--- config.mk ---
export PLATFORM = sky130hd
export DESIGN_NAME = memc3_reset_supervisor
export DESIGN_NICKNAME = d
export VERILOG_FILES = /design/src/rtl/memc3_reset_supervisor.sv
export SDC_FILE = /design/constraint.sdc
export NUM_CORES = 1
export LEC_CHECK = 0
export CAP_MARGIN = 20
export CORE_MARGIN = 3
export CORE_UTILIZATION = 40
export CTS_BUF_LIST = sky130_fd_sc_hd__clkbuf_2
export DETAILED_ROUTE_END_ITERATION = 16
export GPL_TIMING_DRIVEN = 1
export PLACE_DENSITY_LB_ADDON = 0.08
export SLEW_MARGIN = 20
export SYNTH_ARGS = -nofsm -noshare
export SYNTH_HDL_FRONTEND = slang
export SYNTH_SLANG_ARGS = --single-unit
--- constraint.sdc ---
create_clock -name sys_clk -period 7.2 [get_ports sys_clk]
set_clock_uncertainty 0.1 [all_clocks]
set_input_delay 1.08 -clock sys_clk [delete_from_list [all_inputs] [get_ports sys_clk]]
set_output_delay 1.08 -clock sys_clk [all_outputs]
set_load 0.01 [all_outputs]
--- src/rtl/memc3_reset_supervisor.sv ---
// Bring-up and recovery supervisor for the SDRAM memory path, clocked from the
// buffered board clock: sequences mem_rst_n, qualifies PLL lock and calibration, retries and faults.
module memc3_reset_supervisor #(
  parameter int unsigned HOLD_CYCLES   = 16,
  parameter int unsigned LOCK_TIMEOUT  = 100000,
  parameter int unsigned CALIB_TIMEOUT = 2000000,
  parameter int unsigned STABLE_CYCLES = 64,
  parameter int unsigned MAX_RETRIES   = 3
) (
  input  logic       sys_clk,
  input  logic       sys_rst_n,
  input  logic       pll_lock,
  input  logic       calib_done,
  input  logic       restart,
  output logic       mem_rst_n,
  output logic       app_rst,
  output logic       ready,
  output logic       fault,
  output logic [3:0] retry_count,
  output logic [7:0] err_count,
  output logic [2:0] state_dbg
);

  typedef enum logic [2:0] {
    ST_HOLD       = 3'd0,
    ST_WAIT_LOCK  = 3'd1,
    ST_WAIT_CALIB = 3'd2,
    ST_STABLE     = 3'd3,
    ST_RUN        = 3'd4,
    ST_FAULT      = 3'd5
  } state_t;

  localparam logic [23:0] HOLD_LAST   = 24'(HOLD_CYCLES - 1);
  localparam logic [23:0] LOCK_LAST   = 24'(LOCK_TIMEOUT - 1);
  localparam logic [23:0] CALIB_LAST  = 24'(CALIB_TIMEOUT - 1);
  localparam logic [23:0] STABLE_LAST = 24'(STABLE_CYCLES - 1);
  localparam logic [3:0]  RETRY_MAX   = 4'(MAX_RETRIES);

  state_t      state;
  state_t      state_nxt;
  logic [23:0] cnt;
  logic        fail;
  logic        enter_run;

  logic lock_m, lock_s;
  logic calib_m, calib_s;

  // pll_lock and calib_done come from the memory clock domain; two flops each
  always_ff @(posedge sys_clk or negedge sys_rst_n) begin
    if (!sys_rst_n) begin
      lock_m  <= 1'b0;
      lock_s  <= 1'b0;
      calib_m <= 1'b0;
      calib_s <= 1'b0;
    end else begin
      lock_m  <= pll_lock;
      lock_s  <= lock_m;
      calib_m <= calib_done;
      calib_s <= calib_m;
    end
  end

  always_comb begin
    state_nxt = state;
    fail      = 1'b0;
    enter_run = 1'b0;
    case (state)
      ST_HOLD: begin
        if (cnt == HOLD_LAST) state_nxt = ST_WAIT_LOCK;
      end
      ST_WAIT_LOCK: begin
        if (lock_s)                 state_nxt = ST_WAIT_CALIB;
        else if (cnt == LOCK_LAST)  fail = 1'b1;
      end
      ST_WAIT_CALIB: begin
        if (!lock_s)                fail = 1'b1;
        else if (calib_s)           state_nxt = ST_STABLE;
        else if (cnt == CALIB_LAST) fail = 1'b1;
      end
      ST_STABLE: begin
        if (!(lock_s && calib_s)) begin
          fail = 1'b1;
        end else if (cnt == STABLE_LAST) begin
          state_nxt = ST_RUN;
          enter_run = 1'b1;
        end
      end
      ST_RUN: begin
        if (!lock_s || !calib_s) fail = 1'b1;
      end
      ST_FAULT: begin
        state_nxt = ST_FAULT;
      end
      default: begin
        state_nxt = ST_HOLD;
      end
    endcase

    if (fail) state_nxt = (retry_count == RETRY_MAX) ? ST_FAULT : ST_HOLD;

    // restart overrides everything, including a coincident failure
    if (restart) begin
      state_nxt = ST_HOLD;
      fail      = 1'b0;
      enter_run = 1'b0;
    end
  end

  // Outputs are decoded from the next state so they move with the transition edge
  always_ff @(posedge sys_clk or negedge sys_rst_n) begin
    if (!sys_rst_n) begin
      state       <= ST_HOLD;
      cnt         <= '0;
      mem_rst_n   <= 1'b0;
      app_rst     <= 1'b1;
      ready       <= 1'b0;
      fault       <= 1'b0;
      retry_count <= '0;
      err_count   <= '0;
      state_dbg   <= 3'd0;
    end else begin
      state <= state_nxt;

      if ((state_nxt != state) || restart) cnt <= '0;
      else                                 cnt <= cnt + 24'd1;

      if (restart || enter_run)                 retry_count <= '0;
      else if (fail && (retry_count != RETRY_MAX)) retry_count <= retry_count + 4'd1;

      if (fail && (err_count != 8'hFF)) err_count <= err_count + 8'd1;

      mem_rst_n <= (state_nxt == ST_WAIT_LOCK) || (state_nxt == ST_WAIT_CALIB) ||
                   (state_nxt == ST_STABLE)    || (state_nxt == ST_RUN);
      app_rst   <= (state_nxt != ST_RUN);
      ready     <= (state_nxt == ST_RUN);
      fault     <= (state_nxt == ST_FAULT);
      state_dbg <= state_nxt;
    end
  end

endmodule

==> results.cfg, run 1 <==
[die]
initial_core_util = 0.425
io_pins = 24
die_w_um = 86.3
core_um2 = 6060
fp.dieH_um = 86.3
rows = 28
dieArea_um2 = 7440

[global_routing]
grt_pass1_vias = 1900
grt_max_degree = 48
grt.total_usage = 0.159
grt_pass1_wl_um = 9400
gr-total-overflow = 0
antenna_found_initial = 0

[drt]
vias = 1884
wl_per_cell_um = 16.1
ant_nets = 0
drt_iter0_drc = 101
wirelength_um = 5390
dr.pass1.iters = 4
via_per_inst = 5.62
drc = 0

[critical_path]
r2r_end = cnt[3]
worstPathMaxFanout = 24
reg2reg_depth = 7
cp_cell_sequence = or3b_4, nor4_2, nand4_1, a21oi_4, mux2_4, xnor2_4, nor4_1
path_class = reg2reg
r2r_start = state[1]
cp-startpoint = state[1]
slowest_delay_ns = 0.76
start_kind = register
path_buf_inv = 0
critPathSlowestCell = xnor2_4
cp_top_family = simple AND/OR/NAND/NOR gates
worst_ep_required_time_ns = 7.40
worstPathArrival_ns = 3.60
regToRegSetupSlack_ns = 3.80
endpoint_kind = register

[placement]
hpwlAfterDp_um = 3660
post_dp_cell_area_um2 = 2850
routabilityCongestion = 0.868
port_buffers = 23
place_ws_ns = 3.82

[cells_and_area]
diodes = 0
fin_area_um2 = 2900
area_delta_synth_final_pct = 12.5
drive_above_1_share = 0.158
nets = 267

[synthesis]
synth_edf_count = 0
syn_inst = 239
synthFlopType = dfrtp_1
ys_ff_latch = 47
synthArstFlopShare = 1.00
syn_avg_cell_area_um2 = 10.8
synth_fp_nets = 247
synth_seq_area_share = 0.457
syn_area_um2 = 2580
synth_warnings = 0
synthDistinctLibCells = 45

[clocking]
cts_setup_buffers = 0
cts_resized = 0
cts.sinks = 47
cts_root_buf = clkbuf_2
h-tree-depth = 2
path_clk_slew_ns = 0.25
clk_latency_ns = 0.43
hold_buffers = 0
cts_tree = built
clk_path_buf_depth = 2
cts_made_buffers = 5

[sta]
hold_viol = 0
slew_headroom = 0.354
min_period_ns = 3.40
worst_pin_slew_ns = 0.969
setup_viol = 0
rsz0062_at_grt = no
drv_slew = 0
period_share = 0.472
fmax_mhz = 294
layout_setup_ws_ns = 3.80
fin_tns_setup_ns = 0

[worst_hold_path]
whs_endpoint = calib_s
holdCritPathClass = reg2reg
hold_depth = 0
min_from = calib_m

[power]
vdd_drop_max_mv = 0.0962
p_leak_nw = 1.12
p_per_area_nw_per_um2 = 142
power_uw = 413

[run]
max-cap-violations = 0

[outcome]
outcome = finished clean
==> sequential cells by signal, indices dropped and copies added (netlist names) <==
name	count
app_rst	1
calib_m	1
calib_s	1
cnt	24
err_count	8
fault	1
lock_m	1
lock_s	1
mem_rst_n	1
ready	1
retry_count	4
state	3
==> metal layers <==
| layer | vias up | part of all wire | global-route usage |
|---|---|---|---|
| li1 | 912 | - | - |
| met1 | 935 | 0.48 | 0.213 |
| met2 | 30 | 0.47 | 0.256 |
| met3 | 7 | 0.033 | 0.0342 |
| met4 | 0 | 0.013 | 0.0510 |
| met5 | - | 0 | 0 |
==> metrics by stage <==
| step | utilization | cells | hold slack [ns] |
|---|---|---|---|
| final | 0.478 | 335 | 0.298 |
| after detailed placement | 0.470 | 327 | 0.252 |
| after global placement | 0.470 | 327 | 0.240 |
| after CTS | 0.478 | 335 | 0.308 |
| after floorplan | - | 239 | 0.231 |
| after global routing | 0.478 | 335 | 0.319 |
==> logic make-up (layout without fill, tap and decap cells) <==
family / count (synthesis) / in the layout / share of synthesized area
xor gates and xnor gates: 32 / 32 / 0.116
and+or+nand+nor: 119 / 119 / 0.310
AOI/OAI and AO/OA: 19 / 19 / 0.0505
adders and majority gates: 3 / 3 / 0.0146
buffers and inverters: 16 / 37 / 0.0369
DFF: 47 / 47 / 0.457
muxes: 3 / 3 / 0.0146
==> layout make-up <==
cell class              instances  area [um^2]
clock buffers                   5         25.0
clock inverters                 3         23.8
fillers                       566         3160
inverters                       4         15.0
multi-input cells             176         1320
flip-flops and latches         47         1180
well taps                      75         93.8
repair buffers                 25          243
==> Yosys cell counts (all sizes together) (2+ instances only) <==
| cell type | number | area, um^2 |
|---|---|---|
| xnor2 | 16 | 159 |
| nand3 | 14 | 70.1 |
| nand2 | 19 | 71.3 |
| nor4 | 29 | 313 |
| or3 | 2 | 12.5 |
| and2 | 3 | 18.8 |
| nor4b | 3 | 26.3 |
| a31oi | 2 | 12.5 |
| nor3 | 8 | 40.0 |
| and4 | 3 | 26.3 |
| dfrtp | 46 | 1150 |
| buf | 7 | 61.3 |
| nand2b | 2 | 12.5 |
| nor2 | 12 | 45.0 |
| ha | 3 | 37.5 |
| mux2 | 3 | 37.5 |
| inv | 4 | 15.0 |
| nand4 | 12 | 75.1 |
| xor2 | 16 | 140 |
| o21ai | 5 | 25.0 |
| and3 | 4 | 25.0 |
| a21oi | 6 | 41.3 |
| clkbuf | 5 | 18.8 |
| nor2b | 3 | 18.8 |
==> power breakdown <==
group / leakage, nW / switching (mW) / internal [mW]
Combinational: 0.458 / 0.0147 / 0.00985
Clock: 0.0256 / 0.0901 / 0.0249
Sequential: 0.640 / 0.00436 / 0.269
==> worst register-to-register path, delay by kind of cell, from the launching register on <==
kind	cells	cell delay (ns)
xor gates and xnor gates	1	0.76
AOI/OAI and AO/OA	1	0.35
and+or+nand+nor	4	1.04
muxes	1	0.37
DFF	1	0.68
==> how the worst max path moves through the flow <==
| stage | to | depth (start not counted) |
|---|---|---|
| 2_1_floorplan | cnt[10] | 9 |
| 3_3_place_gp | cnt[3] | 7 |
| 3_5_place_dp | cnt[3] | 7 |
| 4_1_cts | cnt[23] | 7 |
| 5_1_grt | cnt[3] | 7 |
| 6_report | cnt[3] | 7 |
==> layout by cell type, fill, tap and decap left out, types with 2 or more instances in the layout <==
cell,Yosys,routed
a21oi_1,5,5
a31oi_1,2,2
and2_1,3,3
and3_1,4,4
and4_1,3,3
buf_4,3,3
clkbuf_2,0,5
clkdlybuf4s50_1,0,22
clkinvlp_4,0,2
dfrtp_1,46,46
ha_1,3,3
inv_1,3,3
nand2_1,19,19
nand2b_1,2,2
nand3_1,14,14
nand4_1,12,12
nor2_1,12,12
nor2b_1,3,3
nor3_1,8,8
nor4_1,8,8
nor4_2,21,21
nor4b_1,3,3
o21ai_0,3,3
or3_1,2,2
xnor2_1,15,15
xor2_1,16,16
Power figures use the tool's default switching activity.
==> run 2, diff against run 1 <==
clock period = 2.8 ns   (was 7.2 ns; I/O delays follow)
==> run 2 against run 1 <==
  * First-iteration DRC count fell by 2.0%
  * Via count rose by 4.9%
  * Total power rose to 2.6 times the previous value
  * Combinational power rose to 2.8 times the previous value
  * Largest cell class unchanged
  * Cell count rose by 6.3%
  * Clock power rose to 2.6 times the previous value
==> results.cfg, run 2 (synthesis results as in run 1) <==
[outcome]
outcome = finished clean

[clocking]
cts_made_buffers = 5
clk_latency_ns = 0.43
path_clk_slew_ns = 0.26
h-tree-depth = 2
cts_root_buf = clkbuf_2
cts.sinks = 47
cts_tree = built
clk_path_buf_depth = 2

[drt]
drt_iter0_drc = 99
ant_nets = 0
drc = 0
wirelength_um = 5560
vias = 1977
via_per_inst = 5.55
wl_per_cell_um = 15.6
dr.pass1.iters = 5

[die]
rows = 28
initial_core_util = 0.425
die_w_um = 86.3
io_pins = 24
core_um2 = 6060
dieArea_um2 = 7440
fp.dieH_um = 86.3

[cells_and_area]
final_cell_mix = 45 x dfrtp_1, 22 x clkdlybuf4s50_1, 20 x buf_4
layout.cells.non_filler = 356
diodes = 0
top_regs = cnt x24, err_count x8, retry_count x4
top_register = cnt
seq_area_um2 = 1180
largest_reg_flops = 24
nets = 288
drive_above_1_share = 0.238
area_delta_synth_final_pct = 23.0
final_common_cell = dfrtp_1
n_fill_cell = 563
multiInputGateArea_um2 = 1410

[global_routing]
grt.total_usage = 0.163
grt_max_degree = 29
grt_pass1_vias = 1910
gr-total-overflow = 0
grt_pass1_wl_um = 9550
antenna_found_initial = 0

[power]
p_leak_nw = 1.24
p_comb_frac = 0.064
power_mw = 1.07
p_sw_frac = 0.266
p_int_uw = 785
p_seq_frac = 0.658
switchingPower_uw = 284
p_per_area_nw_per_um2 = 338
p_clk_frac = 0.278
vdd_drop_max_mv = 0.271

[worst_hold_path]
holdCritPathClass = reg2reg

[critical_path]
path_buf_inv = 1
worst_ep_required_time_ns = 3.06
worstPathMaxFanout = 24
cp_top_family = simple AND/OR/NAND/NOR gates
path_class = reg2reg
slowest_delay_ns = 0.45
critPathSlowestCell = dfrtp_1
start_kind = register
cp_cell_sequence = or3_4, nor4_4, nand4_1, a21oi_4, mux2_4, xnor2_4, buf_12, nor4_1
worstPathArrival_ns = 2.96
endpoint_kind = register

[sta]
slew_headroom = 0.410
hold_viol = 0
min_period_ns = 2.70
rsz0062_at_grt = yes
worst_pin_slew_ns = 0.885
fmax_mhz = 370
period_share = 0.965
setup_viol = 0
drv_slew = 0
layout_setup_ws_ns = 0.0989

[placement]
routabilityCongestion = 0.801
place_ws_ns = 0.116
port_buffers = 23
dp_cells = 343
hpwlAfterDp_um = 3870

[run]
max-cap-violations = 0
-- run 2: final timing paths --
path                                 from       to  slack, ns  depth (start not counted)
max in group asynchronous       sys_rst_n  app_rst       1.47                          3
worst max-delay path               cnt[7]   cnt[3]        0.1                          8
worst min register to register     lock_m   lock_s       0.28                          0
min in group asynchronous       sys_rst_n  cnt[18]       0.34                          2
worst min-delay path               lock_m   lock_s       0.28                          0
worst max register to register     cnt[7]   cnt[3]        0.1                          8
-- run 2: what timing repair did --
action	in CTS	in global routing
setup buffers	0	4
hold buffers	1	0
resized for setup	0	13
endpoints found under the hold margin	19	0
setup endpoints to repair	0	30
-- run 2: power groups by stage --
stage / Clock [mW] / Combinational, mW / Sequential (mW)
finish: 0.298 / 0.0682 / 0.703
global route: 0.344 / 0.0765 / 0.706
CTS: 0.317 / 0.0679 / 0.704
detailed placement: 0 / 0.0665 / 0.715
global placement: 0 / 0.0655 / 0.715
floorplan: 0 / 0.0261 / 0.715
-- run 2: metal layers --
metal  up-vias  track usage  wire length, um  share of wire
li1        963            -                -              -
met1       976        0.237             2840           0.51
met2        32        0.247             2490           0.45
met3         6       0.0295              152          0.027
met4         0       0.0510               71          0.013
met5         -            0                0              0
-- run 2: final cells by class --
cell class | count | area share
clock buffer | 5 | 0.00790
multi-input combinational | 176 | 0.444
clock inverter | 3 | 0.00711
timing repair buffer | 46 | 0.134
tap | 75 | 0.0296
inverter | 4 | 0.00474
sequential | 47 | 0.372
-- run 2: worst reg2reg max path: stages (launching register included) --
cell and delay, ns:
dfrtp_1 0.45, or3_4 0.41, nor4_4 0.28, nand4_1 0.22, a21oi_4 0.21, mux2_4 0.35
xnor2_4 0.14, buf_12 0.18, nor4_1 0.29
-- run 2: metrics by stage --
| stage | util | TNS (ns) | instance area (um^2) | hold WS, ns |
|---|---|---|---|---|
| CTS | 0.503 | 0 | 3050 | 0.255 |
| finish | 0.523 | 0 | 3170 | 0.283 |
| global placement | 0.494 | 0 | 2990 | 0.233 |
| detailed placement | 0.494 | 0 | 2990 | 0.236 |
| floorplan | - | 0 | 2580 | 0.0244 |
| global route | 0.523 | -0.985 | 3170 | 0.228 |
==> run 3, diff against run 2 <==
CELL_PAD_IN_SITES_DETAIL_PLACEMENT = 0   (was not set)
CELL_PAD_IN_SITES_GLOBAL_PLACEMENT = 1   (was not set)
==> run 3 against run 2 <==
  * Core utilization grew 0.56 points
  * Register-to-register slack worse by 0.03 ns
  * Cell count grew 0.28%
  * Cell area is 1.1% higher
  * Sequential power about the same
  * Combinational power rose by 2%
  * Worst setup slack worse by 0.028 ns
  * Die area unchanged
  * Count of clock-buffer cells in the layout did not move
  * Clock power up 22%
  * Highest routed layer unchanged
==> results.cfg, run 3 (synthesis results as in run 1) <==
[critical_path]
cp_cell_sequence = buf_4, or2b_1, mux2_2, o21a_1, a21oi_4, mux2_4, xnor2_4, buf_12, nor4_4
regToRegSetupSlack_ns = 0.07
critPathSlowestCell = dfrtp_1
worst_ep_required_time_ns = 3.02
start_kind = register
endpoint_kind = register
worstPathMaxFanout = 13
r2r_start = state[1]
path_class = reg2reg
worstPathArrival_ns = 2.95
reg2reg_depth = 9
r2r_end = cnt[11]
slowest_delay_ns = 0.45

[placement]
dp_cells = 349
hpwlAfterDp_um = 4180
routabilityCongestion = 0.810
port_buffers = 23
post_dp_cell_area_um2 = 3040

[cells_and_area]
fin_area_um2 = 3200
top_register = cnt
layout.cells.non_filler = 357
top_regs = cnt x24, err_count x8, retry_count x4
largest_reg_flops = 24
drive_above_1_share = 0.238
nets = 290
area_delta_synth_final_pct = 24.3
final_common_cell = dfrtp_1
final_cell_mix = 46 x dfrtp_1, 22 x clkdlybuf4s50_1, 22 x buf_4
diodes = 0

[clocking]
clk_path_buf_depth = 2
clk_latency_ns = 0.42
cts_made_buffers = 5
h-tree-depth = 2
cts.sinks = 47
path_clk_slew_ns = 0.23
cts_root_buf = clkbuf_2
cts_tree = built
cts_setup_buffers = 0

[sta]
worst_hold_slack_ns = 0.212
min_period_ns = 2.73
hold_viol = 0
fmax_mhz = 366
slew_headroom = 0.283
drv_slew = 0
period_share = 0.975
rsz0062_at_grt = yes
worst_pin_slew_ns = 1.08
setup_viol = 0

[die]
initial_core_util = 0.425
io_pins = 24
dieArea_um2 = 7440
die_w_um = 86.3
core_um2 = 6060
rows = 28
fp.dieH_um = 86.3

[drt]
wl_per_cell_um = 16.3
ant_nets = 0
wirelength_um = 5810
drt_iter0_drc = 90
drc = 0
vias = 2009
via_per_inst = 5.63
dr.pass1.iters = 4

[global_routing]
grt_pass1_wl_um = 10300
gr-total-overflow = 0
grt.total_usage = 0.175
antenna_found_initial = 0
grt_max_degree = 27
grt_pass1_vias = 2046

[worst_hold_path]
holdCritPathClass = in2async

[outcome]
outcome = finished clean

[power]
p_per_area_nw_per_um2 = 355
p_leak_nw = 1.26
vdd_drop_max_mv = 0.238

[run]
max-cap-violations = 0
## run 3: critical path, delay by kind of cell (launching register included)
family | cells | cell delay (ns)
flops | 1 | 0.45
buf+inv | 2 | 0.34
mux | 2 | 0.62
simple gates | 2 | 0.54
compound gates | 2 | 0.40
xor+xnor | 1 | 0.17
## run 3: how the worst max path moves through the flow
stage	startpoint	end	slack [ns]	cells after the start
floorplan	state[2]	cnt[10]	0.09	9
global placement	cnt[14]	cnt[13]	0.10	9
detailed placement	cnt[14]	cnt[11]	0.12	9
CTS	cnt[14]	cnt[11]	0.05	9
global route	cnt[0]	cnt[11]	-0.03	9
finish	state[1]	cnt[11]	0.07	9
## run 3: routing by layer
metal | global-route usage | vias up | routed length (um)
li1 | - | 958 | -
met1 | 0.254 | 1014 | 2840
met2 | 0.267 | 30 | 2680
met3 | 0.0352 | 7 | 208
met4 | 0.0482 | 0 | 90
met5 | 0 | - | 0
## run 3: layout make-up
cell class	count	area (um^2)
inverter	4	15.0
timing repair buffer	48	440
sequential	47	1180
tap	75	93.8
clock inverter	2	37.5
clock buffer	5	25.0
multi-input combinational	176	1410
fill	572	2860
## run 3: per-stage QoR
stage	util	total power, mW	setup slack [ns]	TNS [ns]
floorplan	-	0.741	0.0873	0
global placement	0.501	0.783	0.105	0
detailed placement	0.501	0.784	0.121	0
CTS	0.513	1.15	0.0517	0
global route	0.528	1.20	-0.0341	-0.115
finish	0.528	1.14	0.0709	0
## run 3: power by group
| part | internal, mW | leakage, nW | total [mW] | switching [mW] |
|---|---|---|---|---|
| Combinational | 0.0290 | 0.585 | 0.0694 | 0.0405 |
| Sequential | 0.692 | 0.640 | 0.703 | 0.0117 |
| Clock | 0.146 | 0.0350 | 0.363 | 0.218 |
| Total | 0.866 | 1.26 | 1.14 | 0.270 |
## run 3: repair_timing
action,in CTS,in global routing
endpoints found under the hold margin,47,0
hold buffers,1,0
gates resized for setup,0,12
setup endpoints to repair,0,20
==> RTL change (flow settings as in run 2) <==
Make the reset (`sys_rst_n`) synchronous in 2 clocked blocks.
--- a/src/rtl/memc3_reset_supervisor.sv
+++ b/src/rtl/memc3_reset_supervisor.sv
@@ -48,3 +48,3 @@
   // pll_lock and calib_done come from the memory clock domain; two flops each
-  always_ff @(posedge sys_clk or negedge sys_rst_n) begin
+  always_ff @(posedge sys_clk) begin
     if (!sys_rst_n) begin
@@ -109,3 +109,3 @@
   // Outputs are decoded from the next state so they move with the transition edge
-  always_ff @(posedge sys_clk or negedge sys_rst_n) begin
+  always_ff @(posedge sys_clk) begin
     if (!sys_rst_n) begin
Behaviour: no difference found for any inputs over 10 cycles, from zero or initial values and one cycle with sys_rst_n low; that may be too few to reach the edited logic, so the function may still have changed.
==> RTL change against run 2 <==
Power decreased by 6.9%; combinational power down 40%; via count rose by 9.8%; sequential cell count is the same; area after synthesis decreased by 1.1%; design area shrank 5.7%; largest cell class unchanged; largest power group unchanged; die area is 0.99% lower; routed wire length increased by 4.8%; setup slack improved by 36 ps; synthesized cell count grew 15%.
==> RTL change: results (changes against run 2) <==
| Metric | Value |
|---|---|
| XOR/XNOR Fraction of Synth Area | 0.0859 (-0.0302) |
| Top Registers | cnt: 24 flops, err_count: 8 flops, retry_count: 4 flops |
| Compound-cell area share of the yosys netlist | 0.205 (+0.154) |
| CTS H-tree lvls | 2 (unchanged) |
| Final HPWL DP | 4170 µm (+7.8%) |
| Synth async-reset ratio | 0 (-1.00) |
| Antenna cell count | 0 (unchanged) |
| Syn_nets | 282 (+14%) |
| Reg clk slew, reported paths | 230 ps (-30 ps) |
| Peak supply drop | 0.000169 V (-38%) |
| Drt first pass iters | 4 (-1) |
| Largest cells by area after synthesis | dfxtp_1 37%, a211oi_2 9.8%, xnor2_1 4.8% |
| Clock latency on the worst-skew pair | 410 ps (-20 ps) |
| Post-synthesis sequential area ratio | 0.369 (-0.0878) |
| Leakage | 1.00 nW (-19%) |
| Largest net degree at the start of global routing | 25 (-14%) |
| Outcome | completed |
| Crit-path max FO | 24 (unchanged) |
| Worst EP arrival | 2910 ps (-50 ps) |
| Initial antenna violation count | 0 (unchanged) |
| Commonest cells in the netlist | 47 x dfxtp_1, 20 x a211oi_2, 17 x nand3_1 |
| Root Buffer | clkbuf_2 |
| Nets | 312 (+8.3%) |
| Port bufs | 23 (unchanged) |
| Yosys warnings | 0 (unchanged) |
| DP Worst Slack | 167 ps (+51.7 ps) |
| Gp weighted congestion | 0.809 (+0.97%) |
| Max-Cap Viols | 0 (unchanged) |
| Worst hold path type | register to register |
| Reg2reg path depth | 7 (-1) |
| Fill cells | 619 (+9.9%) |
| Clock tree buffer depth | 2 (unchanged) |
| Max_slew headroom | 0.693 (+0.283) |
| 1st-iter DRT viols | 93 (-6.1%) |
| Hold path depth | 1 (+1) |
| Vias/cell | 5.71 (+2.9%) |
| Distinct cells, synth | 47 (+4.4%) |
| CTS buffer count | 5 (unchanged) |
| Mux cell area share after synthesis | 0.0157 (+0.00114) |
| Share of post-route cells with drive strength above 1 | 0.170 (-0.0679) |
| First-pass GRT wire length | 10,300 µm (+7.4%) |
| Top FF cell, synth | dfxtp_1 |
| Number of global-route vias before repair | 2,159 (+13%) |
| Antenna Nets Post-Route | 0 (unchanged) |
| Adder-cell area share of the yosys netlist | 0.0147 (+0.000157) |
| Drt wl/cell | 15.3 µm (-1.9%) |
| Tot GR Track Use | 0.171 (+0.00852) |
## RTL change: routing by layer
metal,GRT usage,up-vias,share of wire
li1,-,1089,-
met1,0.251,1042,0.53
met2,0.252,35,0.43
met3,0.0307,5,0.028
met4,0.0590,0,0.0098
met5,0,-,0
## RTL change: metrics by stage
step	instances	instance area [µm²]	power [W]
4_1_cts	380	2960	0.00101
2_1_floorplan	274	2550	0.000714
3_5_place_dp	372	2930	0.000731
3_3_place_gp	372	2930	0.000731
5_1_grt	380	2990	0.00104
6_report	380	2990	0.000996
## RTL change: final timing paths
check | end | from | slack, ps
worst min-delay path | cnt[0] | cnt[0] | 350
worst min register to register | cnt[0] | cnt[0] | 350
worst max-delay path | cnt[0] | cnt[7] | 140
worst max register to register | cnt[0] | cnt[7] | 140
## RTL change: cell type report
cell class,instances,share of cell area
Clock inverter,2,0.00251
Sequential cell,47,0.316
Timing Repair Buffer,37,0.125
Multi-Input combinational cell,203,0.502
Inverter,10,0.0126
Tap cell,75,0.0314
Clock buffer,6,0.0101
## RTL change: what timing repair did
| item | in CTS | in global routing |
|---|---|---|
| resized for setup | 0 | 6 |
| setup endpoints to repair | 0 | 4 |
| setup buffers | 0 | 0 |
## RTL change: power by group
part | total [W] | leakage [nW] | internal, W | switching (W)
registers | 0.000678 | 0.381 | 0.000675 | 0.00000289
logic | 0.0000406 | 0.594 | 0.0000168 | 0.0000238
clock network | 0.000277 | 0.0281 | 0.0000602 | 0.000217
total | 0.000996 | 1.00 | 0.000752 | 0.000244
## RTL change: critical path: stages (launching register included)
cell	delay [ps]
dfxtp_1	440
nor3_1	360
nand3b_4	140
or4_1	550
a221o_1	370
a21o_1	230
buf_12	180
a211oi_1	240
